<file path="config.mk">
export PLATFORM = sky130hd
export DESIGN_NAME = acumulador_seq
export DESIGN_NICKNAME = d
export VERILOG_FILES = /design/src/rtl/acumulador_seq.sv
export SDC_FILE = /design/constraint.sdc
export NUM_CORES = 1
export LEC_CHECK = 0
export ABC_AREA = 1
export CAP_MARGIN = 20
export CORE_MARGIN = 5
export CORE_UTILIZATION = 31
export CTS_BUF_LIST = sky130_fd_sc_hd__clkbuf_2
export DETAILED_ROUTE_END_ITERATION = 16
export MAX_ROUTING_LAYER = met4
export SETUP_SLACK_MARGIN = 0.2
export SLEW_MARGIN = 20
export SYNTH_ARGS = -nofsm -noshare
export SYNTH_HDL_FRONTEND = slang
export SYNTH_SLANG_ARGS = --single-unit
</file>
<file path="constraint.sdc">
create_clock -name clk -period 1.44 [get_ports clk]
set_input_delay 0.288 -clock clk [delete_from_list [all_inputs] [get_ports clk]]
set_output_delay 0.288 -clock clk [all_outputs]
set_load 0.05 [all_outputs]
</file>
<file path="src/rtl/acumulador_seq.sv">
// acumulador_seq: frame sequencer that feeds operands and clear/load/transf controls to the accumulator.
// Optional overflow tracking is built when SEQ_OVF_EN is defined; otherwise ovf is tied low.
module acumulador_seq #(
    parameter int W  = 16,
    parameter int LW = 8
) (
    input  logic          clk,
    input  logic          rst,
    input  logic          start,
    input  logic [LW-1:0] len,
    input  logic          op_valid,
    input  logic [W-1:0]  op_data,
    output logic          op_ready,
    output logic [W-1:0]  acc_in,
    output logic          acc_load,
    output logic          acc_transf,
    output logic          acc_clear_n,
    output logic          busy,
    output logic          done,
    output logic          ovf
);
    typedef enum logic [2:0] {IDLE, CLR, FEED, DRAIN, XFER} state_t;

    state_t        state, state_nxt;
    logic [LW-1:0] len_q, count;
    logic          hs;

    assign op_ready = state == FEED;
    assign hs       = op_valid && op_ready;

    always_comb begin
        state_nxt = state;
        case (state)
            IDLE:    state_nxt = start ? CLR : IDLE;
            CLR:     state_nxt = len_q != '0 ? FEED : DRAIN;
            FEED:    state_nxt = hs && count + LW'(1) == len_q ? DRAIN : FEED;
            DRAIN:   state_nxt = XFER;
            XFER:    state_nxt = IDLE;
            default: state_nxt = IDLE;
        endcase
    end

    // Outputs are registered from the upcoming state so each lands in its own cycle.
    always_ff @(posedge clk or posedge rst) begin
        if (rst) begin
            state       <= IDLE;
            len_q       <= '0;
            count       <= '0;
            acc_in      <= '0;
            acc_load    <= 1'b0;
            acc_transf  <= 1'b0;
            acc_clear_n <= 1'b0;
            busy        <= 1'b0;
            done        <= 1'b0;
        end else begin
            state       <= state_nxt;
            len_q       <= state == IDLE && start ? len : len_q;
            count       <= state_nxt == CLR ? '0 : hs ? count + LW'(1) : count;
            acc_in      <= hs ? op_data : acc_in;
            acc_load    <= hs;
            acc_transf  <= state_nxt == XFER;
            acc_clear_n <= state_nxt != CLR;
            busy        <= state_nxt != IDLE;
            done        <= state == XFER;
        end
    end

`ifdef SEQ_OVF_EN
    logic [W:0] shadow, shadow_sum;

    assign shadow_sum = shadow + {1'b0, op_data};

    always_ff @(posedge clk or posedge rst) begin
        if (rst) begin
            shadow <= '0;
            ovf    <= 1'b0;
        end else if (state_nxt == CLR) begin
            shadow <= '0;
            ovf    <= 1'b0;
        end else if (hs) begin
            shadow <= shadow_sum;
            ovf    <= ovf | shadow_sum[W];
        end
    end
`else
    assign ovf = 1'b0;
`endif
endmodule

</file>
==> summary.txt, run 1 <==
Critical path
  – WP data required: 1.15 ns
  – RR Startpoint: count[0]$_DFFE_PP0P_
  – CP Class: flip-flop to primary output
  – R2R depth: 8
  – Setup crit start kind: flip-flop
  – Critical Path AT: 1.30 ns
  – CP Max Fanout: 2
  – Crit. End Element: primary output
  – Worst R2R End: busy$_DFF_PP0_
  – FF-to-FF setup slack: 0.03 ns

Detailed routing
  – Antenna viol nets, final: 0
  – Residual DRC: 0
  – DR iter-0 viols: 103
  – Via count: 1,743
  – WL/cell: 13.4 um
  – DR pass1 iterations: 4
  – Drt total wl: 5100 um
  – Vias per cell: 4.59

Floorplan
  – Die Y-Extent: 86.5 um
  – Initial Utilization: 32.4%
  – Core area: 5610 sq um
  – Die W: 86.5 um
  – Ports: 51
  – Num rows: 27
  – Die area: 7480 sq um

Place
  – Post-DP HPWL: 3470 um
  – RD Place Congestion: 0.790
  – Port bufs: 49
  – Placed cells: 350

Clock network
  – H-tree levels: 2
  – Total CTS buffers: 5
  – Clk Latency, worst-skew pair: 0.42 ns
  – Clock Pin Slew Worst Setup and Hold Paths: 0.22 ns
  – TritonCTS clock tree: yes
  – Root Driver: clkbuf_2
  – Clock sinks: 40
  – Clk buf depth: 2

GRT
  – Total gr overflow: 0
  – Largest net degree at the start of global routing: 41
  – Vias in the first global route: 1,685
  – Met1 usage: 17.8%
  – Grt peak-use layer: met2
  – Initial antenna violation count: 0
  – Total track usage: 13.8%
  – Grt met3 use: 3.90%
  – GRT met2 Usage: 21.6%
  – Global-route wire length before repair: 7850 um

Job
  – Max-Cap Viols: 0

Synthesis
  – Post-Synthesis Cells: 225
  – Mean Syn Cell Area: 8.06 sq um
  – Mapped Nets: 254
  – Number of synthesized register bits: 40
  – Yosys warns: 0
  – Register area share after synthesis: 55.2%
  – Mapped Area: 1810 sq um
  – Synth cell types: 24

Finish
  – # fillers: 507
  – Layout Nets: 336
  – Layout cells sized above 1: 34.4%
  – Area growth syn-to-layout: 74.6%
  – Final non-filler cell total: 380
  – # diodes: 0

Pwr
  – Cell leakage power: 0.00150 uW
  – Worst IR Drop VDD: 1.15 mV
  – Pwr/cell area: 2100 nW/um^2

STA
  – Clk_skew: 0.0194 ns
  – Final Setup Violations: 1
  – Min Tclk post-route: 1.59 ns
  – F_max: 629 MHz
  – RSZ-0062 raised after global routing: true
  – Count of endpoints failing hold in the final timing report: 0
  – Slew Viols, Final: 0
  – PnR worst setup slack: -0.150 ns
  – Final TNS setup: -0.150 ns
  – Hold Worst Slack: 0.171 ns
  – Final period util: 110%

Outcome
  – Failing checks: negative setup slack
  – Status: finished, violations left

Hold path
  – Hold Crit Class: input pin to asynchronous set/reset pin
==> power breakdown <==
| group | leakage, uW | internal (uW) | switching (uW) |
|---|---|---|---|
| sequential | 0.000508 | 1540 | 432 |
| combinational | 0.000970 | 2050 | 2110 |
| clock | 0.0000266 | 121 | 397 |
==> cells in the mapped netlist <==
master,count,area (sq um)
inv_2,3,11.3
conb_1,1,3.75
xnor2_1,1,8.76
nand4_2,1,12.5
o21ai_0,12,60.1
or2_2,1,6.26
o21bai_1,1,7.51
nand4_1,2,12.5
inv_1,21,78.8
nor2_2,2,12.5
nand3_1,24,120
nor4_1,2,12.5
nand2_1,90,338
nor2_1,6,22.5
o21ai_1,1,5.00
o22ai_1,2,12.5
nor3_1,4,20.0
ha_1,1,12.5
buf_2,4,20.0
clkbuf_1,1,3.75
dfrtp_1,40,1000
buf_4,1,7.51
nand2_2,3,18.8
a31oi_1,1,6.26
==> worst max-delay path by stage <==
stage / cells past startpoint / slack [ns] / endpoint / from
floorplan: 7 / 0.03 / busy$_DFF_PP0_ / state[1]$_DFF_PP0_
CTS: 5 / -0.14 / op_ready / state[1]$_DFF_PP0_
global placement: 9 / -0.02 / busy$_DFF_PP0_ / count[0]$_DFFE_PP0P_
finish: 4 / -0.15 / op_ready / state[2]$_DFF_PP0_
detailed placement: 6 / -0.05 / count[5]$_DFFE_PP0P_ / op_valid
global route: 4 / -0.26 / op_ready / state[2]$_DFF_PP0_
==> area by class of cell <==
cell class	count	area (sq um)	share of cell area, %
inverter	24	100	3.16
clock inverter	2	11.3	0.355
clock buffer	6	30.0	0.948
sequential	40	1000	31.7
multi-input combinational	155	866	27.3
tap	72	90.1	2.84
timing repair buffer	80	1060	33.4
timing repair inverter	1	8.76	0.276
==> flip-flops by register name, indices dropped and copies added, names as in the netlist <==
signal / count
len_q: 8
acc_transf: 1
count: 8
busy: 1
state: 3
acc_in: 16
done: 1
acc_load: 1
acc_clear_n: 1
==> cell families after synthesis <==
group,synth area share (%)
flip-flops,55.2
adder cells (fa/ha/maj),0.690
buffers and inverters,6.69
XOR/XNOR,0.483
AO/OA/AOI/OAI,5.03
AND/OR/NAND/NOR,31.7
other,0.207
==> repair_timing <==
| action | in CTS | in global routing |
|---|---|---|
| pin swaps | 7 | 4 |
| cloned | 0 | 3 |
| setup endpoints to repair | 56 | 57 |
| endpoints found under the hold margin | 0 | 0 |
| buffers inserted | 5 | 14 |
| hold buffers | 0 | 0 |
| gates resized for setup | 16 | 46 |
==> layout by cell type, fill, tap and decap left out, types with 2 or more instances in the layout <==
master / count
clkbuf_16: 2
clkbuf_2: 6
nand2_2: 9
clkdlybuf4s50_1: 27
o22ai_2: 2
nor3_1: 4
nor2_4: 2
nand4_1: 2
buf_4: 18
inv_1: 16
dfrtp_2: 2
nand2_1: 82
nor2_2: 2
nand3_2: 7
o21ai_2: 5
nor2_1: 4
buf_12: 26
nor4_1: 2
o21ai_0: 3
nand3_1: 15
nand3_4: 2
buf_6: 6
o21ai_1: 5
dfrtp_1: 38
inv_2: 6
inv_6: 2
==> routing by layer <==
layer | share of wire [%] | wire, um
met1 | 45 | 2300
met2 | 48 | 2430
met3 | 6.1 | 311
met4 | 1.2 | 63
met5 | 0 | 0
==> critical path, cell delays in order (launching register included) <==
cell     delay [ns]
dfrtp_1        0.46
nor2_4         0.13
nand2_1        0.07
inv_2          0.08
buf_12         0.13
==> through the flow <==
stage          utilization (%)  cell area, sq um  worst slack, ns  power (uW)
2_1_floorplan                -              1850           0.0323        3610
3_3_place_gp              48.8              2740          -0.0179        5320
3_5_place_dp              48.8              2740          -0.0474        5360
4_1_cts                   51.0              2860           -0.138        6060
5_1_grt                   56.5              3170           -0.259        7040
6_report                  56.5              3170           -0.150        6650
Power figures use the tool's default switching activity.
==> run 2, diff against run 1 <==
--- a/config.mk
+++ b/config.mk
@@ -11,6 +11,7 @@
 export CORE_UTILIZATION = 31
 export CTS_BUF_LIST = sky130_fd_sc_hd__clkbuf_2
 export DETAILED_ROUTE_END_ITERATION = 16
+export DONT_BUFFER_PORTS = 1
 export MAX_ROUTING_LAYER = met4
 export SETUP_SLACK_MARGIN = 0.2
 export SLEW_MARGIN = 20
==> run 2 against run 1 <==
The run still ends with negative setup slack left. Wire length decreased by 8.6%. First-iteration DRC count fell by 12%. Non-clock buffer count shrank 40. Highest routed layer unchanged. Via count shrank 9.5%. Design area decreased by 19%. Cell count is 11% lower.
==> summary.txt, run 2 (synthesis gave the netlist of run 1 again) <==
Detailed routing
  – Drt total wl: 4670 um (-8.6%)
  – DR pass1 iterations: 4 (unchanged)
  – WL/cell: 13.7 um (+2.2%)
  – Residual DRC: 0 (unchanged)
  – Vias per cell: 4.64 (+1.1%)
  – Met2 WL: 2230 um (-8.3%)
  – DR iter-0 viols: 91 (-12%)
  – Top layer in use: met4
  – Antenna viol nets, final: 0 (unchanged)
  – Via count: 1,577 (-9.5%)
  – Routed wl met3: 323 um (+3.9%)
  – DRT met1 WL: 2070 um (-10%)

STA
  – F_max: 659 MHz (+4.8%)
  – Slew @ Worst Pin: 0.513 ns
  – RSZ-0062 raised after global routing: true
  – Min Tclk post-route: 1.52 ns (-0.0725 ns)
  – PnR worst setup slack: -0.0779 ns (+0.0725 ns)
  – Clk_skew: 0.0254 ns (+0.00601 ns)
  – Final Setup Violations: 4 (+3)
  – Final period util: 105% (-5.0 points)
  – Count of endpoints failing hold in the final timing report: 0 (unchanged)
  – Relative slew margins: 65.8%
  – Slew Viols, Final: 0 (unchanged)
  – Final TNS setup: -0.155 ns (-0.00433 ns)

Floorplan
  – Die Y-Extent: 86.5 um (unchanged)
  – Core area: 5610 sq um (unchanged)
  – Ports: 51 (unchanged)
  – Die area: 7480 sq um (unchanged)
  – Die W: 86.5 um (unchanged)
  – Initial Utilization: 32.4% (unchanged)
  – Num rows: 27 (unchanged)

Finish
  – Layout cells sized above 1: 37.7% (+3.3 points)
  – # diodes: 0 (unchanged)
  – Max FFs per register: 16 (unchanged)
  – Most frequent cells in the layout: 63 x nand2_1, 23 x nand2_2, 23 x dfrtp_2
  – Top flop regs: acc_in x16, count x8, len_q x8
  – # fillers: 554 (+9.3%)
  – Final instance area: 2570 sq um (-19%)
  – Area growth syn-to-layout: 41.7%
  – Layout Nets: 296 (-12%)
  – Biggest register: acc_in
  – Leading cell type in the layout, fill and taps excluded: nand2_1

Pwr
  – Logic pwr share: 36.0% (-27 points)
  – Worst IR Drop VDD: 1.10 mV (-4.7%)
  – Cell leakage power: 0.00123 uW (-18%)
  – Pwr/cell area: 2010 nW/um^2 (-4.3%)
  – NetSw: 2600 uW (-11%)
  – Int Power: 2560 uW (-31%)
  – Sw Share: 50.4% (+6.2 points)
  – Clock share of power: 9.6% (+1.8 points)
  – Sequential Power Share: 54.5% (+25 points)

Clock network
  – Total CTS buffers: 5 (unchanged)
  – Clock sinks: 40 (unchanged)
  – H-tree levels: 2 (unchanged)
  – Root Driver: clkbuf_2
  – Clock Pin Slew Worst Setup and Hold Paths: 0.20 ns (-0.02 ns)
  – Clk buf depth: 2 (unchanged)
  – TritonCTS clock tree: yes
  – Clk Latency, worst-skew pair: 0.39 ns (-0.03 ns)

Outcome
  – Failing checks: negative setup slack
  – Status: finished, violations left

Place
  – Post-DP HPWL: 3050 um (-12%)
  – RD Place Congestion: 0.870 (+10%)
  – DP Area: 1980 sq um (-28%)
  – Port bufs: 0 (-100%)

GRT
  – Total gr overflow: 0 (unchanged)
  – Largest net degree at the start of global routing: 41 (unchanged)
  – Global-route wire length before repair: 7770 um (-0.97%)
  – Total track usage: 13.4% (-0.44 points)
  – Vias in the first global route: 1,617 (-4.0%)
  – Initial antenna violation count: 0 (unchanged)

Job
  – Max-Cap Viols: 0 (unchanged)

Critical path
  – Crit. End Element: primary output
  – Critical path startpoint: state[2]$_DFF_PP0_
  – RR Startpoint: count[1]$_DFFE_PP0P_
  – Critical Path AT: 1.23 ns (-0.07 ns)
  – FF-to-FF setup slack: -0.05 ns (-0.08 ns)
  – Setup crit start kind: flip-flop
  – CP Max Fanout: 2 (unchanged)
  – WP data required: 1.15 ns (about the same)
  – Largest stage delay on the critical path: 0.46 ns (about the same)
  – Critical-path top delay cell: dfrtp_1
  – Worst-path cell chain: nor2_4, nand2_2, inv_2, buf_8
  – CP Class: flip-flop to primary output

Hold path
  – Hold Crit Class: input pin to flip-flop
  – Hold Path Origin: len[6]
## run 2: cell types whose count changed in the layout (fill, tap and decap cells not counted), sizes merged
cell	previous run	this run
clkinv	2	4
clkbuf	8	7
buf	51	19
clkdlybuf4s50	27	0
dlygate4sd3	0	20
inv	24	22
## run 2: through the flow
stage	util (%)	setup WS (ns)	instances	total power, uW	hold slack [ns]
floorplan	-	0.0323	225	3610	0.398
global placement	35.3	0.00169	300	3970	0.336
detailed placement	35.3	-0.0396	300	3980	0.343
CTS	41.8	-0.0912	335	4810	0.0215
global route	45.9	-0.171	340	5520	0.00724
finish	45.9	-0.0779	340	5170	0.0329
## run 2: path summary, 6_finish.rpt
check | depth (start not counted) | end
max reg2reg | 8 | busy$_DFF_PP0_
min | 2 | len_q[6]$_DFFE_PP0P_
min reg2reg | 1 | done$_DFF_PP0_
min in group asynchronous | 3 | count[1]$_DFFE_PP0P_
max | 4 | op_ready
max in group asynchronous | 3 | acc_in[10]$_DFFE_PP0P_
## run 2: layout make-up
| type | count | area (sq um) | share of cell area, % |
|---|---|---|---|
| Multi-Input combinational cell | 155 | 866 | 33.7 |
| Tap cell | 72 | 90.1 | 3.50 |
| Sequential cell | 40 | 1030 | 40.0 |
| Clock inverter | 2 | 11.3 | 0.438 |
| Inverter | 24 | 108 | 4.18 |
| Timing Repair Buffer | 40 | 432 | 16.8 |
| Clock buffer | 6 | 30.0 | 1.17 |
| Timing Repair inverter | 1 | 5.00 | 0.195 |
## run 2: critical path, delay by kind of cell, from the launching register on
kind,cells,cell delay [ns]
DFF,1,0.46
buffers and inverters,2,0.20
and+or+nand+nor,2,0.19
## run 2: power by group through the flow
stage	clock network, uW	registers (uW)	logic (uW)
after floorplan	0	2680	932
after global placement	0	2780	1180
after detailed placement	0	2770	1220
after CTS	511	2810	1480
after global routing	563	2880	2080
final	494	2820	1860
## run 2: metal layers
| layer | global-route usage (%) | vias up |
|---|---|---|
| met3 | 3.90 | 6 |
| met2 | 20.4 | 50 |
| met1 | 17.3 | 728 |
| met5 | - | - |
| li1 | - | 793 |
| met4 | 3.82 | 0 |
## run 2: repair_timing
item | in CTS | in global routing
endpoints found under the hold margin | 59 | 0
setup buffers | 7 | 3
hold buffers | 20 | 0
pin swaps | 1 | 2
endpoints found under the setup margin | 51 | 57
gates resized for setup | 37 | 50
cloned | 0 | 2
